$ cat src/rtl/tlb_lru_ctrl_if.sv
// Handshake bundle between the TLB lookup pipe, the page-table walker
// and the refill/LRU controller.
interface tlb_lru_ctrl_if #(
   parameter int SET_BITS = 4,
   parameter int VPN_BITS = 20,
   parameter int PPN_BITS = 20
);
   logic                hit_valid;
   logic [SET_BITS-1:0] hit_set;
   logic [1:0]          hit_way;
   logic                miss_valid;
   logic                miss_ready;
   logic [SET_BITS-1:0] miss_set;
   logic [VPN_BITS-1:0] miss_vpn;
   logic                walk_req_valid;
   logic                walk_req_ready;
   logic [VPN_BITS-1:0] walk_req_vpn;
   logic                walk_resp_valid;
   logic [PPN_BITS-1:0] walk_resp_ppn;
   logic                walk_resp_fault;
   logic                fill_valid;
   logic [SET_BITS-1:0] fill_set;
   logic [1:0]          fill_way;
   logic [VPN_BITS-1:0] fill_vpn;
   logic [PPN_BITS-1:0] fill_ppn;
   logic                refill_done;
   logic                refill_fault;
   logic                busy;

   modport master (
      output hit_valid, hit_set, hit_way,
      output miss_valid, miss_set, miss_vpn,
      output walk_req_ready,
      output walk_resp_valid, walk_resp_ppn, walk_resp_fault,
      input  miss_ready, walk_req_valid, walk_req_vpn,
      input  fill_valid, fill_set, fill_way, fill_vpn, fill_ppn,
      input  refill_done, refill_fault, busy
   );

   modport slave (
      input  hit_valid, hit_set, hit_way,
      input  miss_valid, miss_set, miss_vpn,
      input  walk_req_ready,
      input  walk_resp_valid, walk_resp_ppn, walk_resp_fault,
      output miss_ready, walk_req_valid, walk_req_vpn,
      output fill_valid, fill_set, fill_way, fill_vpn, fill_ppn,
      output refill_done, refill_fault, busy
   );
endinterface

$ cat src/rtl/tlb_lru_ctrl.sv
// TLB refill sequencer with per-set LRU counters for a 4-way TLB:
// victim pick, page-walk request, fill of the victim way, hit updates.
module tlb_lru_ctrl #(
   parameter int NUM_WAYS = 4,
   parameter int LRU_BITS = 4,
   parameter int NUM_SETS = 16,
   parameter int SET_BITS = 4,
   parameter int VPN_BITS = 20,
   parameter int PPN_BITS = 20
) (
   input logic           clk,
   input logic           rst_n,
   tlb_lru_ctrl_if.slave bus
);
   localparam int ROW = NUM_WAYS * LRU_BITS;

   typedef enum logic [2:0] {
      IDLE, SELECT, WALK_REQ, WALK_WAIT, FILL
   } state_t;

   state_t state;

   logic [NUM_SETS-1:0][ROW-1:0] cnt;

   logic [SET_BITS-1:0] lat_set;
   logic [VPN_BITS-1:0] lat_vpn;
   logic [PPN_BITS-1:0] lat_ppn;
   logic [1:0]          lat_way;
   logic                miss_ready_q;
   logic                busy_q;
   logic                req_valid_q;
   logic                fill_q;
   logic                fault_q;

   function automatic logic [ROW-1:0] lru_upd(
      input logic [ROW-1:0] row,
      input logic [1:0]     w
   );
      logic [LRU_BITS-1:0] mx;
      logic [ROW-1:0]      r;
      mx = '0;
      for (int i = 0; i < NUM_WAYS; i++)
         if (row[i*LRU_BITS +: LRU_BITS] > mx)
            mx = row[i*LRU_BITS +: LRU_BITS];
      r = row;
      if (mx != '1) begin
         r[int'(w)*LRU_BITS +: LRU_BITS] = mx + 1'b1;
      end else begin
         // saturated set: age the others, restart the touched way at half range
         for (int i = 0; i < NUM_WAYS; i++)
            r[i*LRU_BITS +: LRU_BITS] = row[i*LRU_BITS +: LRU_BITS] >> 1;
         r[int'(w)*LRU_BITS +: LRU_BITS] = {1'b1, {(LRU_BITS-1){1'b0}}};
      end
      return r;
   endfunction

   function automatic logic [1:0] victim(input logic [ROW-1:0] row);
      logic [LRU_BITS-1:0] mn;
      logic [1:0]          v;
      mn = row[LRU_BITS-1:0];
      v  = '0;
      for (int i = 1; i < NUM_WAYS; i++)
         if (row[i*LRU_BITS +: LRU_BITS] < mn) begin
            mn = row[i*LRU_BITS +: LRU_BITS];
            v  = 2'(i);
         end
      return v;
   endfunction

   always_ff @(posedge clk or negedge rst_n) begin
      if (!rst_n) begin
         state        <= IDLE;
         lat_set      <= '0;
         lat_vpn      <= '0;
         lat_ppn      <= '0;
         lat_way      <= '0;
         miss_ready_q <= 1'b1;
         busy_q       <= 1'b0;
         req_valid_q  <= 1'b0;
         fill_q       <= 1'b0;
         fault_q      <= 1'b0;
      end else begin
         fill_q  <= 1'b0;
         fault_q <= 1'b0;
         unique case (state)
            IDLE: if (bus.miss_valid) begin
               lat_set      <= bus.miss_set;
               lat_vpn      <= bus.miss_vpn;
               miss_ready_q <= 1'b0;
               busy_q       <= 1'b1;
               state        <= SELECT;
            end
            SELECT: begin
               lat_way     <= victim(cnt[lat_set]);
               req_valid_q <= 1'b1;
               state       <= WALK_REQ;
            end
            WALK_REQ: if (bus.walk_req_ready) begin
               req_valid_q <= 1'b0;
               state       <= WALK_WAIT;
            end
            WALK_WAIT: if (bus.walk_resp_valid) begin
               if (bus.walk_resp_fault) begin
                  fault_q      <= 1'b1;
                  miss_ready_q <= 1'b1;
                  busy_q       <= 1'b0;
                  state        <= IDLE;
               end else begin
                  lat_ppn <= bus.walk_resp_ppn;
                  fill_q  <= 1'b1;
                  state   <= FILL;
               end
            end
            FILL: begin
               miss_ready_q <= 1'b1;
               busy_q       <= 1'b0;
               state        <= IDLE;
            end
            default: state <= IDLE;
         endcase
      end
   end

   // a same-set hit in the fill cycle is dropped in favour of the fill
   always_ff @(posedge clk or negedge rst_n) begin
      if (!rst_n) begin
         cnt <= '0;
      end else begin
         if (state == FILL)
            cnt[lat_set] <= lru_upd(cnt[lat_set], lat_way);
         if (bus.hit_valid &&
             !(state == FILL && bus.hit_set == lat_set))
            cnt[bus.hit_set] <= lru_upd(cnt[bus.hit_set], bus.hit_way);
      end
   end

   assign bus.miss_ready     = miss_ready_q;
   assign bus.busy           = busy_q;
   assign bus.walk_req_valid = req_valid_q;
   assign bus.walk_req_vpn   = lat_vpn;
   assign bus.fill_valid     = fill_q;
   assign bus.refill_done    = fill_q;
   assign bus.refill_fault   = fault_q;
   assign bus.fill_set       = lat_set;
   assign bus.fill_way       = lat_way;
   assign bus.fill_vpn       = lat_vpn;
   assign bus.fill_ppn       = lat_ppn;
endmodule

$ cat src/flat_wrapper.sv
// flat-port wrapper written by rule: the top's interface ports become plain ports
module tlb_lru_ctrl_flat 
#(
   parameter int NUM_WAYS = 4,
   parameter int LRU_BITS = 4,
   parameter int NUM_SETS = 16,
   parameter int SET_BITS = 4,
   parameter int VPN_BITS = 20,
   parameter int PPN_BITS = 20
)
  (clk, rst_n, bus_hit_valid, bus_hit_set, bus_hit_way, bus_miss_valid, bus_miss_set, bus_miss_vpn, bus_walk_req_ready, bus_walk_resp_valid, bus_walk_resp_ppn, bus_walk_resp_fault, bus_miss_ready, bus_walk_req_valid, bus_walk_req_vpn, bus_fill_valid, bus_fill_set, bus_fill_way, bus_fill_vpn, bus_fill_ppn, bus_refill_done, bus_refill_fault, bus_busy);
  tlb_lru_ctrl_if #(.SET_BITS(SET_BITS), .VPN_BITS(VPN_BITS), .PPN_BITS(PPN_BITS)) bus_i ();
  input logic clk;
  input logic rst_n;
  input wire logic [$bits(bus_i.hit_valid)-1:0] bus_hit_valid;
  input wire logic [$bits(bus_i.hit_set)-1:0] bus_hit_set;
  input wire logic [$bits(bus_i.hit_way)-1:0] bus_hit_way;
  input wire logic [$bits(bus_i.miss_valid)-1:0] bus_miss_valid;
  input wire logic [$bits(bus_i.miss_set)-1:0] bus_miss_set;
  input wire logic [$bits(bus_i.miss_vpn)-1:0] bus_miss_vpn;
  input wire logic [$bits(bus_i.walk_req_ready)-1:0] bus_walk_req_ready;
  input wire logic [$bits(bus_i.walk_resp_valid)-1:0] bus_walk_resp_valid;
  input wire logic [$bits(bus_i.walk_resp_ppn)-1:0] bus_walk_resp_ppn;
  input wire logic [$bits(bus_i.walk_resp_fault)-1:0] bus_walk_resp_fault;
  output wire logic [$bits(bus_i.miss_ready)-1:0] bus_miss_ready;
  output wire logic [$bits(bus_i.walk_req_valid)-1:0] bus_walk_req_valid;
  output wire logic [$bits(bus_i.walk_req_vpn)-1:0] bus_walk_req_vpn;
  output wire logic [$bits(bus_i.fill_valid)-1:0] bus_fill_valid;
  output wire logic [$bits(bus_i.fill_set)-1:0] bus_fill_set;
  output wire logic [$bits(bus_i.fill_way)-1:0] bus_fill_way;
  output wire logic [$bits(bus_i.fill_vpn)-1:0] bus_fill_vpn;
  output wire logic [$bits(bus_i.fill_ppn)-1:0] bus_fill_ppn;
  output wire logic [$bits(bus_i.refill_done)-1:0] bus_refill_done;
  output wire logic [$bits(bus_i.refill_fault)-1:0] bus_refill_fault;
  output wire logic [$bits(bus_i.busy)-1:0] bus_busy;
  assign bus_i.hit_valid = bus_hit_valid;
  assign bus_i.hit_set = bus_hit_set;
  assign bus_i.hit_way = bus_hit_way;
  assign bus_i.miss_valid = bus_miss_valid;
  assign bus_i.miss_set = bus_miss_set;
  assign bus_i.miss_vpn = bus_miss_vpn;
  assign bus_i.walk_req_ready = bus_walk_req_ready;
  assign bus_i.walk_resp_valid = bus_walk_resp_valid;
  assign bus_i.walk_resp_ppn = bus_walk_resp_ppn;
  assign bus_i.walk_resp_fault = bus_walk_resp_fault;
  assign bus_miss_ready = bus_i.miss_ready;
  assign bus_walk_req_valid = bus_i.walk_req_valid;
  assign bus_walk_req_vpn = bus_i.walk_req_vpn;
  assign bus_fill_valid = bus_i.fill_valid;
  assign bus_fill_set = bus_i.fill_set;
  assign bus_fill_way = bus_i.fill_way;
  assign bus_fill_vpn = bus_i.fill_vpn;
  assign bus_fill_ppn = bus_i.fill_ppn;
  assign bus_refill_done = bus_i.refill_done;
  assign bus_refill_fault = bus_i.refill_fault;
  assign bus_busy = bus_i.busy;
  tlb_lru_ctrl #(.NUM_WAYS(NUM_WAYS), .LRU_BITS(LRU_BITS), .NUM_SETS(NUM_SETS), .SET_BITS(SET_BITS), .VPN_BITS(VPN_BITS), .PPN_BITS(PPN_BITS)) u_core (.clk(clk), .rst_n(rst_n), .bus(bus_i));
endmodule
$ cat config.mk
export PLATFORM = sky130hd
export DESIGN_NAME = tlb_lru_ctrl_flat
export DESIGN_NICKNAME = d
export VERILOG_FILES = /design/src/rtl/tlb_lru_ctrl_if.sv /design/src/rtl/tlb_lru_ctrl.sv /design/src/flat_wrapper.sv
export SDC_FILE = /design/constraint.sdc
export NUM_CORES = 1
export LEC_CHECK = 0
export CAP_MARGIN = 20
export CORE_ASPECT_RATIO = 0.9
export CORE_UTILIZATION = 56
export CTS_BUF_LIST = sky130_fd_sc_hd__clkbuf_8
export CTS_CLUSTER_SIZE = 20
export DETAILED_ROUTE_END_ITERATION = 7
export GPL_TIMING_DRIVEN = 0
export PLACE_DENSITY = 0.83
export SLEW_MARGIN = 5
export SYNTH_ARGS = -nofsm -noshare
export SYNTH_HDL_FRONTEND = slang
export SYNTH_SLANG_ARGS = --single-unit
$ cat constraint.sdc
create_clock -name clk -period 8.14 [get_ports clk]
set_input_delay 0.814 -clock clk [delete_from_list [all_inputs] [get_ports clk]]
set_output_delay 0.814 -clock clk [all_outputs]
set_load 0.005 [all_outputs]
Word-level counts from Yosys, hierarchy flattened:

Cells that the tools add are included.

* flip-flop bits (word level): 310
* bits of input ports: 57
* output and inout port bits: 72
* latch bits: 0
* bits in read-only memories: 0
* logic and storage cells: 140
* memory bits (writable): 0
* memories kept: 0

* muxes and demuxes: 64
* reduce and logical (&&, ||, !) cells: 13
* equal/unequal tests: 11
* bitwise operators: 1
* add/sub/neg operators: 4
* divide/modulo/power cells: 0
* multiply operators: 0
* $lt $le $gt $ge: 15
* shift operators: 6

Operators by type and width (count)
* bitwise mux 256 bit: 2
* two-way mux 256 bit: 2
* binary-select mux 16 bit (select 4 bit): 2
* demux 16 bit (select 4 bit): 2
* two-way mux 16 bit: 8
* two-way mux 4 bit: 20
* negator 4 -> 33 bit: 2
* variable shift 4 x 33 -> 16 bit, first input constant: 2
* indexed part select 4 x 33 -> 16 bit: 2
* indexed part select 4 x 33 -> 16 bit, first input constant: 2
* bitwise mux 16 bit: 4
* greater-than comparator 4 bit: 6
* two-way mux 1 bit: 14
* < comparator 4 bit: 3
* two-way mux 3 bit: 4
* case mux 3 bit (4 select lines): 1
* < comparator 4 x 5 -> 1 bit, second input constant: 2
* adder 4 x 1 -> 4 bit, second input constant: 2
* >= comparator 4 x 1 -> 1 bit, second input constant: 2
* greater-than comparator 4 x 1 -> 1 bit, second input constant: 2
* inequality test 2 bit, second input constant: 4
* inequality test 4 bit, second input constant: 2
* equality test 3 x 2 -> 1 bit, second input constant: 2
* case mux 1 bit (3 select lines): 2
* other kinds (14): 20

Logic depth before layout (Yosys ltp):

Gate-level depths: netlist of the first run.

* word-level depth: 23
* mapped depth: 40
* gate-level depth less buffers: 31

Worst setup path after synthesis of the first run:

Ideal clock, no wire load.

* path kind: register to register
* from: register u_core.lat_set[2], in the netlist u_core.bus.fill_set[2]
* to: register u_core.cnt[83] (netlist name)
* stages on the path, launching flop included: 36
* library setup time: 0.137 ns
* data required time: 8.003 ns
* path buffers: 6
* clock period less this slack: 7.658 ns
* slack: 0.482 ns
* data arrival time: 7.520 ns
* path through: dfrtp_1 > buf_4 > buf_6 > buf_4 > mux4_2 > mux2_2 > mux2i_1 > inv_2 > ha_1 > nor2b_1 > o211a_1 > o21ai_0 > nand2b_1 > a21boi_0 > ha_1 > nor2b_1 > o211a_1 > o21ai_0 > nor2_1 > or2_2 > ha_1 > and2_1 > o21ai_0 > a32oi_1 > a211oi_1 > a211oi_1 > ha_1 > inv_1 > nor3b_1 > buf_2 > buf_4 > mux2i_2 > buf_4 > nand2_1 > nor2_1 > o22ai_1

* longest elaborated chain between the ends: 23
* elaborated cells on any way between the ends: 33
* those cells by class: 1 x add/sub; 6 x order compare; 2 x eq/ne; 1 x shift; 19 x mux; 4 x reduce/logical

Ends and longest elaborated chain
* from (decl): RTL line tlb_lru_ctrl.sv:25 `logic [SET_BITS-1:0] lat_set;`
* from (signal assigned): RTL line tlb_lru_ctrl.sv:87 `lat_set <= bus.miss_set;`
* binary-select mux 16 bit (select 4 bit): RTL line tlb_lru_ctrl.sv:130 `cnt[lat_set] <= lru_upd(cnt[lat_set], lat_way);`
* two-way mux 16 bit (implied by the code): RTL line tlb_lru_ctrl.sv:130
* greater-than comparator 4 x 1 -> 1 bit: RTL line tlb_lru_ctrl.sv:43 `if (row[i*LRU_BITS +: LRU_BITS] > mx)`
* two-way mux 4 bit: RTL line tlb_lru_ctrl.sv:43
* two-way mux 4 bit: RTL line tlb_lru_ctrl.sv:129 `if (state == FILL)`
* greater-than comparator 4 bit: RTL line tlb_lru_ctrl.sv:43
* two-way mux 4 bit: RTL line tlb_lru_ctrl.sv:43
* two-way mux 4 bit: RTL line tlb_lru_ctrl.sv:129
* [... 7 more ...]
* indexed part select 4 x 33 -> 16 bit: RTL line tlb_lru_ctrl.sv:47 `r[int'(w)*LRU_BITS +: LRU_BITS] = mx + 1'b1;`
* bitwise mux 16 bit: RTL line tlb_lru_ctrl.sv:47
* two-way mux 16 bit: RTL line tlb_lru_ctrl.sv:46 `if (mx != '1) begin`
* two-way mux 16 bit: RTL line tlb_lru_ctrl.sv:129
* bitwise mux 256 bit: RTL line tlb_lru_ctrl.sv:130
* two-way mux 256 bit: RTL line tlb_lru_ctrl.sv:129
* bitwise mux 256 bit: RTL line tlb_lru_ctrl.sv:133 `cnt[bus.hit_set] <= lru_upd(cnt[bus.hit_set], bus.hit_way);`
* two-way mux 256 bit *: RTL line tlb_lru_ctrl.sv:131 `if (bus.hit_valid &&`
* to (signal, indexed assignment): RTL line tlb_lru_ctrl.sv:130
* to (signal, indexed assignment): RTL line tlb_lru_ctrl.sv:133
* to (decl): RTL line tlb_lru_ctrl.sv:23 `logic [NUM_SETS-1:0][ROW-1:0] cnt;`

Mark *: on every way between the ends. The rest lies on a longest branch, timed or not. The select of a mux whose other input is x is not followed.
A chain may end at the register's enable or synchronous reset.

Worst setup path in the final report of the first run:

* from: register u_core.lat_set[1], in the netlist u_core.bus.fill_set[1]
* to: register u_core.cnt[151] (netlist name)

The elaborated chain is that of the path after synthesis.

==> results of run 1 <==
-- layer usage --
metal	up-vias	global-route usage	routed length, um
li1	7977	-	-
met2	1785	0.6337	34720
met3	351	0.1980	13330
met5	-	0	0
met1	9750	0.5756	29680
met4	0	0.2079	4199
-- what timing repair did --
| action | in CTS | in global routing |
|---|---|---|
| resized for setup | 57 | 86 |
| endpoints found under the setup margin | 256 | 256 |
| buffers inserted | 17 | 20 |
| pin swaps | 5 | 8 |
| gates cloned | 0 | 0 |
-- metrics by stage --
step           hold slack, ns   TNS, ns  instances  setup slack (ns)
6_report              0.04275         0       2740            0.1009
5_1_grt               0.04840    -1.387       2740          -0.07433
4_1_cts               0.02857   -0.1436       2723          -0.03561
3_5_place_dp           0.4813   -436.98       2617            -2.032
3_3_place_gp           0.4668  -2646.17       2612            -7.363
2_1_floorplan          0.4651         0       2017            0.4820
-- flip-flops by register name, summed over array words and instances (netlist names) --
| signal | count |
|---|---|
| u_core.bus.walk_req_valid | 1 |
| u_core.bus.fill_way | 2 |
| u_core.bus.refill_fault | 1 |
| u_core.bus.miss_ready | 1 |
| u_core.bus.fill_valid | 1 |
| u_core.bus.fill_ppn | 20 |
| u_core.state | 3 |
| u_core.cnt | 256 |
| u_core.bus.fill_vpn | 20 |
| u_core.bus.busy | 1 |
| u_core.bus.fill_set | 4 |
-- Yosys cell counts, drive strengths merged, types with 4 or more instances --
master,count
a21o,4
a32oi,4
clkbuf,98
nand3,13
mux2i,28
nand4,14
mux2,55
ha,45
a22o,8
dfrtp,309
a2bb2oi,17
a21oi,33
a211oi,5
o21ai,299
mux4,136
nor2b,18
xnor2,5
and2,7
or2,4
o22ai,211
o21a,9
o211a,4
inv,38
nor3,17
nand2,175
nor2,257
a21boi,14
nand2b,12
and3,4
a221oi,12
a22oi,27
buf,98
-- where the power goes --
group          internal (uW)  switching [uW]
combinational           3410            5020
sequential              2100             550
clock                    803             712
-- kinds of logic after synthesis --
family	Yosys count	synth area share
muxes	219	0.1978
DFF	310	0.3847
xor gates and xnor gates	7	0.003412
adders and majority gates	45	0.02792
AOI/OAI and AO/OA	667	0.2125
and+or+nand+nor	535	0.1119
buffers and inverters	234	0.06179
-- cell usage in the layout, fill, tap and decap left out, drive strengths merged, types with 18 or more instances in the layout --
cell and count:
inv 51, o21ai 299, a21oi 33, mux2 55
ha 45, clkbuf 171, mux2i 28, nor2b 18
o22ai 211, clkdlybuf4s50 124, buf 130, dfrtp 309
a22oi 27, nand2 175, mux4 136, nor2 257
-- critical path, delay by kind of cell, from the launching register on --
kind | cells | cell delay, ns
AOI/OAI and AO/OA | 12 | 2.50
buffers and inverters | 9 | 1.94
and+or+nand+nor | 9 | 1.63
adders and majority gates | 3 | 0.77
muxes | 2 | 0.67
DFF | 1 | 0.35
-- worst max-delay path by stage --
stage	end	slack, ns	depth (start not counted)
5_1_grt	u_core.cnt[119]$_DFF_PN0_	-0.07	36
2_1_floorplan	u_core.cnt[83]$_DFF_PN0_	0.48	35
3_5_place_dp	u_core.cnt[197]$_DFF_PN0_	-2.03	34
3_3_place_gp	u_core.cnt[45]$_DFF_PN0_	-7.36	1
4_1_cts	u_core.cnt[153]$_DFF_PN0_	-0.04	35
6_report	u_core.cnt[151]$_DFF_PN0_	0.10	35
-- final cells by class --
class	instances	area, sq um
Buffer	191	1247
Clock buffer	67	922.1
Clock inverter	24	168.9
Fill cell	2659	11170
Inverter	38	142.6
Multi-Input combinational cell	1473	11590
Sequential cell	310	7760
Tap cell	469	586.8
Timing Repair Buffer	168	1710
==> metrics.md, run 1 <==
| Metric | Value |
|---|---|
| Max Clock Skew | `0.02326 ns` |
| HP Class | `input port to async pin` |
| Fin nets | `2337` |
| CTS hold repair buffers | `0` |
| Crit-path most repeated cell | `buf_4` |
| Final Hold Fails | `0` |
| DRT iter0 DRCs | `about 3100` |
| Die Wd | `just over 200 um` |
| TritonCTS Sinks | `between 300 and 400` |
| Rel. slew slack | `0.004127` |
| Post-DR wirelength/cell | `between 20 and 30 um` |
| Tot GR Track Use | `0.4434` |
| DIE HEIGHT | `182.0 um` |
| Tcrit/Tclk final | `0.9876` |
| Main synth FF type | `dfrtp_1` |
| CTS tree | `built` |
| Req. time, crit path | `8.63 ns` |
| Setup crit start | `u_core.bus.fill_set[1]$_DFFE_PN0P_` |
| Vias in the first global route | `18938` |
| WL final | `81930 um` |
| Residual DRC | `0` |
| DRT antenna net count | `0` |
| Setup CP Type | `flop to flop` |
| Design Area, Final | `24130 sq um` |
| Register area share after synthesis | `0.3847` |
| Max-cap violations | `0` |
| Clock latency on the worst-skew pair | `0.65 ns` |
| Fin util | `0.6835` |
| Status | `finished clean` |
| First-pass GRT wire length | `120100 um` |
| Final Wtd Congestion | `1.093` |
| Via/cell ratio | `a little over 7` |
| Reg2reg path depth | `35` |
| Yosys top cell by area | `dfrtp_1` |
| Leakage power | `0.01024 uW` |
| Post-Syn Area | `20170 sq um` |
| Reg2reg setup slack | `approximately 0.1 ns` |
| Post-DP HPWL | `between 50000 and 60000 um` |
| Crit path arrival time | `roughly 8.5 ns` |
| Max VDD drop | `about 0.57 mV` |
| Clock buffer depth | `3` |
| Area after DPL | `22130 sq um` |
| Min Tclk post-route | `8.039 ns` |
| Antenna violations before repair | `0` |
| Post-synthesis async set-or-reset flop share | `1.000` |
| Antenna cells | `0` |
| Count of final setup violators | `0` |
| Core box area | `around 35000 sq um` |
| Largest net degree at the start of global routing | `117` |
| H-tree depth | `2` |
| Vias post-DR | `slightly below 20000` |
| I/O pins | `~130` |
| # port buffers | `about 130` |
| Synth warn | `0` |
| Post-synth EDFFs | `0` |
| Pwr Density | `522.2 nW/um^2` |
| Worst setup EP type | `flop` |
| Worst-path fanout max | `19` |
| Row count | `65` |
| Die area | `36780 sq um` |
| Yosys reg bits | `310` |
| CTS clk-pin slew, worst paths | `0.07 ns` |
| Post-Syn Nets | `about 2100` |
| Share of cells above drive strength 1 | `0.2250` |
| Cts bufs inserted | `53` |
| Reg2Reg Capture Point | `u_core.cnt[151]$_DFF_PN0_` |
| Worst setup SP type | `flop` |
| Worst path max stage delay | `0.42 ns` |
| CTS root buffer | `clkbuf_8` |
| Share of the synthesized area in the top cell type | `0.3834` |
| Ranking of synthesized cells by area | `dfrtp_1, mux4_2, o21ai_0` |
| Drt pass-1 iters | `6` |
| Post-Synthesis Cells | `2017` |
| Area delta synth->final | `19.62%` |
| Tot Pwr | `around 13000 uW` |
| Final Max Slew Viols | `0` |
| Starting Density | `0.5714` |
| Synth Area per Inst | `9.999 sq um` |
| Total gr overflow | `0` |
| Least-Margin Pin Slew | `1.494 ns` |
| R2R Path Start | `u_core.bus.fill_set[1]$_DFFE_PN0P_` |
| Critical path's slowest cell | `a31oi_1` |
| Synth unique cells | `80` |
| Fmax | `124.4 MHz` |
No activity file was read; power rests on OpenSTA's default activity.
==> inputs of run 2 (changes only) <==
--- a/config.mk
+++ b/config.mk
@@ -6,13 +6,13 @@
 export NUM_CORES = 1
 export LEC_CHECK = 0
 export CAP_MARGIN = 20
-export CORE_ASPECT_RATIO = 0.9
 export CORE_UTILIZATION = 56
 export CTS_BUF_LIST = sky130_fd_sc_hd__clkbuf_8
 export CTS_CLUSTER_SIZE = 20
 export DETAILED_ROUTE_END_ITERATION = 7
 export GPL_TIMING_DRIVEN = 0
 export PLACE_DENSITY = 0.83
+export SKIP_CTS_REPAIR_TIMING = 1
 export SLEW_MARGIN = 5
 export SYNTH_ARGS = -nofsm -noshare
 export SYNTH_HDL_FRONTEND = slang
==> run 2 against run 1 <==
- critical path depth down 1
- largest cell class unchanged
- via count shrank 1.9%
- critical path type unchanged
- non-clock buffer count rose by 5
- clock-buffer cell count increased by 4
- cell count hardly changed
==> metrics.md, run 2 (synthesis gave the netlist of run 1 again) <==
| Metric | Value |
|---|---|
| Status | `finished clean (unchanged)` |
| Min Tclk post-route | `8.094 ns (was 8.039 ns)` |
| CTS clk-pin slew, worst paths | `0.06 ns (was 0.07 ns)` |
| CTS tree | `built (unchanged)` |
| Post-DR wirelength/cell | `29.38 um (was 29.90 um)` |
| Via/cell ratio | `7.109 (was 7.249)` |
| I/O pins | `129 (unchanged)` |
| Post-DP HPWL | `59210 um (was 59750 um)` |
| Max Clock Skew | `0.02895 ns (was 0.02326 ns)` |
| TritonCTS Sinks | `310 (unchanged)` |
| Setup TNS | `0 ns (unchanged)` |
| Clock latency on the worst-skew pair | `0.64 ns (was 0.65 ns)` |
| Tcrit/Tclk final | `0.9943 (was 0.9876)` |
| Core box area | `35480 sq um (was 35300 sq um)` |
| H-tree depth | `2 (unchanged)` |
| DIE HEIGHT | `191.8 um (was 182.0 um)` |
| Commonest non-fill, non-tap cells in the layout | `dfrtp_1, o21ai_0, nor2_1, o22ai_1, nand2_1 (unchanged)` |
| Area after DPL | `22090 sq um (was 22130 sq um)` |
| Leakage power | `0.01026 uW (was 0.01024 uW)` |
| Most common cell after layout, fill and taps aside | `dfrtp_1 (unchanged)` |
| Worst-path fanout max | `10 (was 19)` |
| Worst path max stage delay | `0.58 ns (was 0.42 ns)` |
| Residual DRC | `0 (unchanged)` |
| Hold WS | `0.2461 ns (was 0.04275 ns)` |
| Final Max Slew Viols | `0 (unchanged)` |
| WP buf/inv | `7 (was 9)` |
| Starting Density | `0.5684 (was 0.5714)` |
| DRT antenna net count | `0 (unchanged)` |
| DRT iter0 DRCs | `2787 (was 3144)` |
| Final Hold Fails | `0 (unchanged)` |
| Setup crit start | `u_core.bus.fill_set[0]$_DFFE_PN0P_ (was u_core.bus.fill_set[1]$_DFFE_PN0P_)` |
| WL final | `80550 um (was 81930 um)` |
| Row count | `69 (was 65)` |
| Total gr overflow | `0 (unchanged)` |
| Fin util | `0.6781 (was 0.6835)` |
| First-pass GRT wire length | `116400 um (was 120100 um)` |
| Count of final setup violators | `0 (unchanged)` |
| Setup CP Type | `flop to flop (unchanged)` |
| Critical path's slowest cell | `mux4_2 (was a31oi_1)` |
| Worst setup SP type | `flop (unchanged)` |
| Cts bufs inserted | `53 (unchanged)` |
| Pwr Density | `521.4 nW/um^2 (was 522.2 nW/um^2)` |
| R2R Path Start | `u_core.bus.fill_set[0]$_DFFE_PN0P_ (was u_core.bus.fill_set[1]$_DFFE_PN0P_)` |
| Crit path arrival time | `8.57 ns (was 8.53 ns)` |
| # port buffers | `126 (unchanged)` |
| Worst path top cell family by delay | `compound AO/OA/AOI/OAI gates (unchanged)` |
| Die Wd | `191.8 um (was 202.0 um)` |
| Worst setup EP type | `flop (unchanged)` |
| Drt pass-1 iters | `7 (was 6)` |
| Final Wtd Congestion | `1.085 (was 1.093)` |
| Req. time, crit path | `8.61 ns (was 8.63 ns)` |
| Vias in the first global route | `18727 (was 18938)` |
| Tot GR Track Use | `0.4356 (was 0.4434)` |
| Max-cap violations | `0 (unchanged)` |
| HP Class | `input port to async pin (unchanged)` |
| Vias post-DR | `19493 (was 19863)` |
| Fillers | `2729 (was 2659)` |
| Most flop-heavy register | `u_core.cnt (unchanged)` |
| Antenna violations before repair | `0 (unchanged)` |
| Fmax | `123.6 MHz (was 124.4 MHz)` |
| Final WS setup | `0.04635 ns (was 0.1009 ns)` |
| Max VDD drop | `1.874 mV (was 0.5746 mV)` |
| Largest net degree at the start of global routing | `111 (was 117)` |
| Max reg flops | `256 (unchanged)` |
| Design Area, Final | `24060 sq um (was 24130 sq um)` |
| DP Worst Slack | `-2.064 ns (was -2.032 ns)` |
| Least-Margin Pin Slew | `1.379 ns (was 1.494 ns)` |
| Clock buffer depth | `3 (unchanged)` |
| Fin nets | `2342 (was 2337)` |
| Die area | `36780 sq um (about the same)` |
| Share of cells above drive strength 1 | `0.2229 (was 0.2250)` |
| CTS root buffer | `clkbuf_8 (unchanged)` |
| Area delta synth->final | `19.31% (was 19.62%)` |
| Rel. slew slack | `0.07187 (was 0.004127)` |
run 2: cell types whose count changed in the layout (fill, tap and decap cells not counted), sizes merged:
cell,delta
buf,+4
clkbuf,+6
diode,+2
bufinv,-1
inv,+6
dlymetal6s2s,-1
clkinv,-6
run 2: path summary, 6_finish.rpt:
path                                                endpoint  slack [ns]  cells after the start
max                                u_core.cnt[218]$_DFF_PN0_        0.05                     34
min                                u_core.cnt[164]$_DFF_PN0_        0.25                      1
max reg2reg                        u_core.cnt[218]$_DFF_PN0_        0.05                     34
min reg2reg                u_core.bus.miss_ready$_DFFE_PN1P_        0.51                      2
max in group asynchronous           u_core.cnt[75]$_DFF_PN0_        6.85                      2
min in group clk           u_core.bus.miss_ready$_DFFE_PN1P_        0.51                      2
run 2: cell type report:
cell class / count / area [sq um] / share of cell area
Antenna cell: 2 / 5.005 / 0.0002080
Buffer: 195 / 1277 / 0.05309
Clock buffer: 71 / 977.2 / 0.04061
Clock inverter: 23 / 128.9 / 0.005356
Inverter: 38 / 142.6 / 0.005928
Multi-Input combinational cell: 1473 / 11520 / 0.4788
Sequential cell: 310 / 7760 / 0.3225
Tap cell: 461 / 576.8 / 0.02397
Timing Repair Buffer: 169 / 1674 / 0.06958
run 2: worst reg2reg max path: cells and delay by family (launching register included):
family	cells	cell delay (ns)
adders and majority gates	4	1.13
DFF	1	0.50
and+or+nand+nor	9	1.37
AOI/OAI and AO/OA	12	2.63
muxes	2	0.82
buffers and inverters	7	1.48
run 2: through the flow:
step           cells  power (uW)
2_1_floorplan   2017        7121
3_5_place_dp    2608        9399
3_3_place_gp    2604        9122
5_1_grt         2740       13030
6_report        2742       12550
4_1_cts         2702       10930
run 2: power by group:
group          leakage [uW]  switching, uW  total (uW)  internal (uW)
sequential          0.00412            567        2670           2100
combinational       0.00550           4930        8370           3430
clock              0.000637            704        1510            806
total                0.0103           6210       12500           6340
run 2: layer usage:
| layer | vias up | GRT usage | part of all wire |
|---|---|---|---|
| met2 | 1617 | 0.6357 | 0.43 |
| met1 | 9517 | 0.5471 | 0.35 |
| met5 | - | 0 | 0 |
| met3 | 366 | 0.1644 | 0.15 |
| met4 | 0 | 0.2677 | 0.071 |
| li1 | 7993 | - | - |
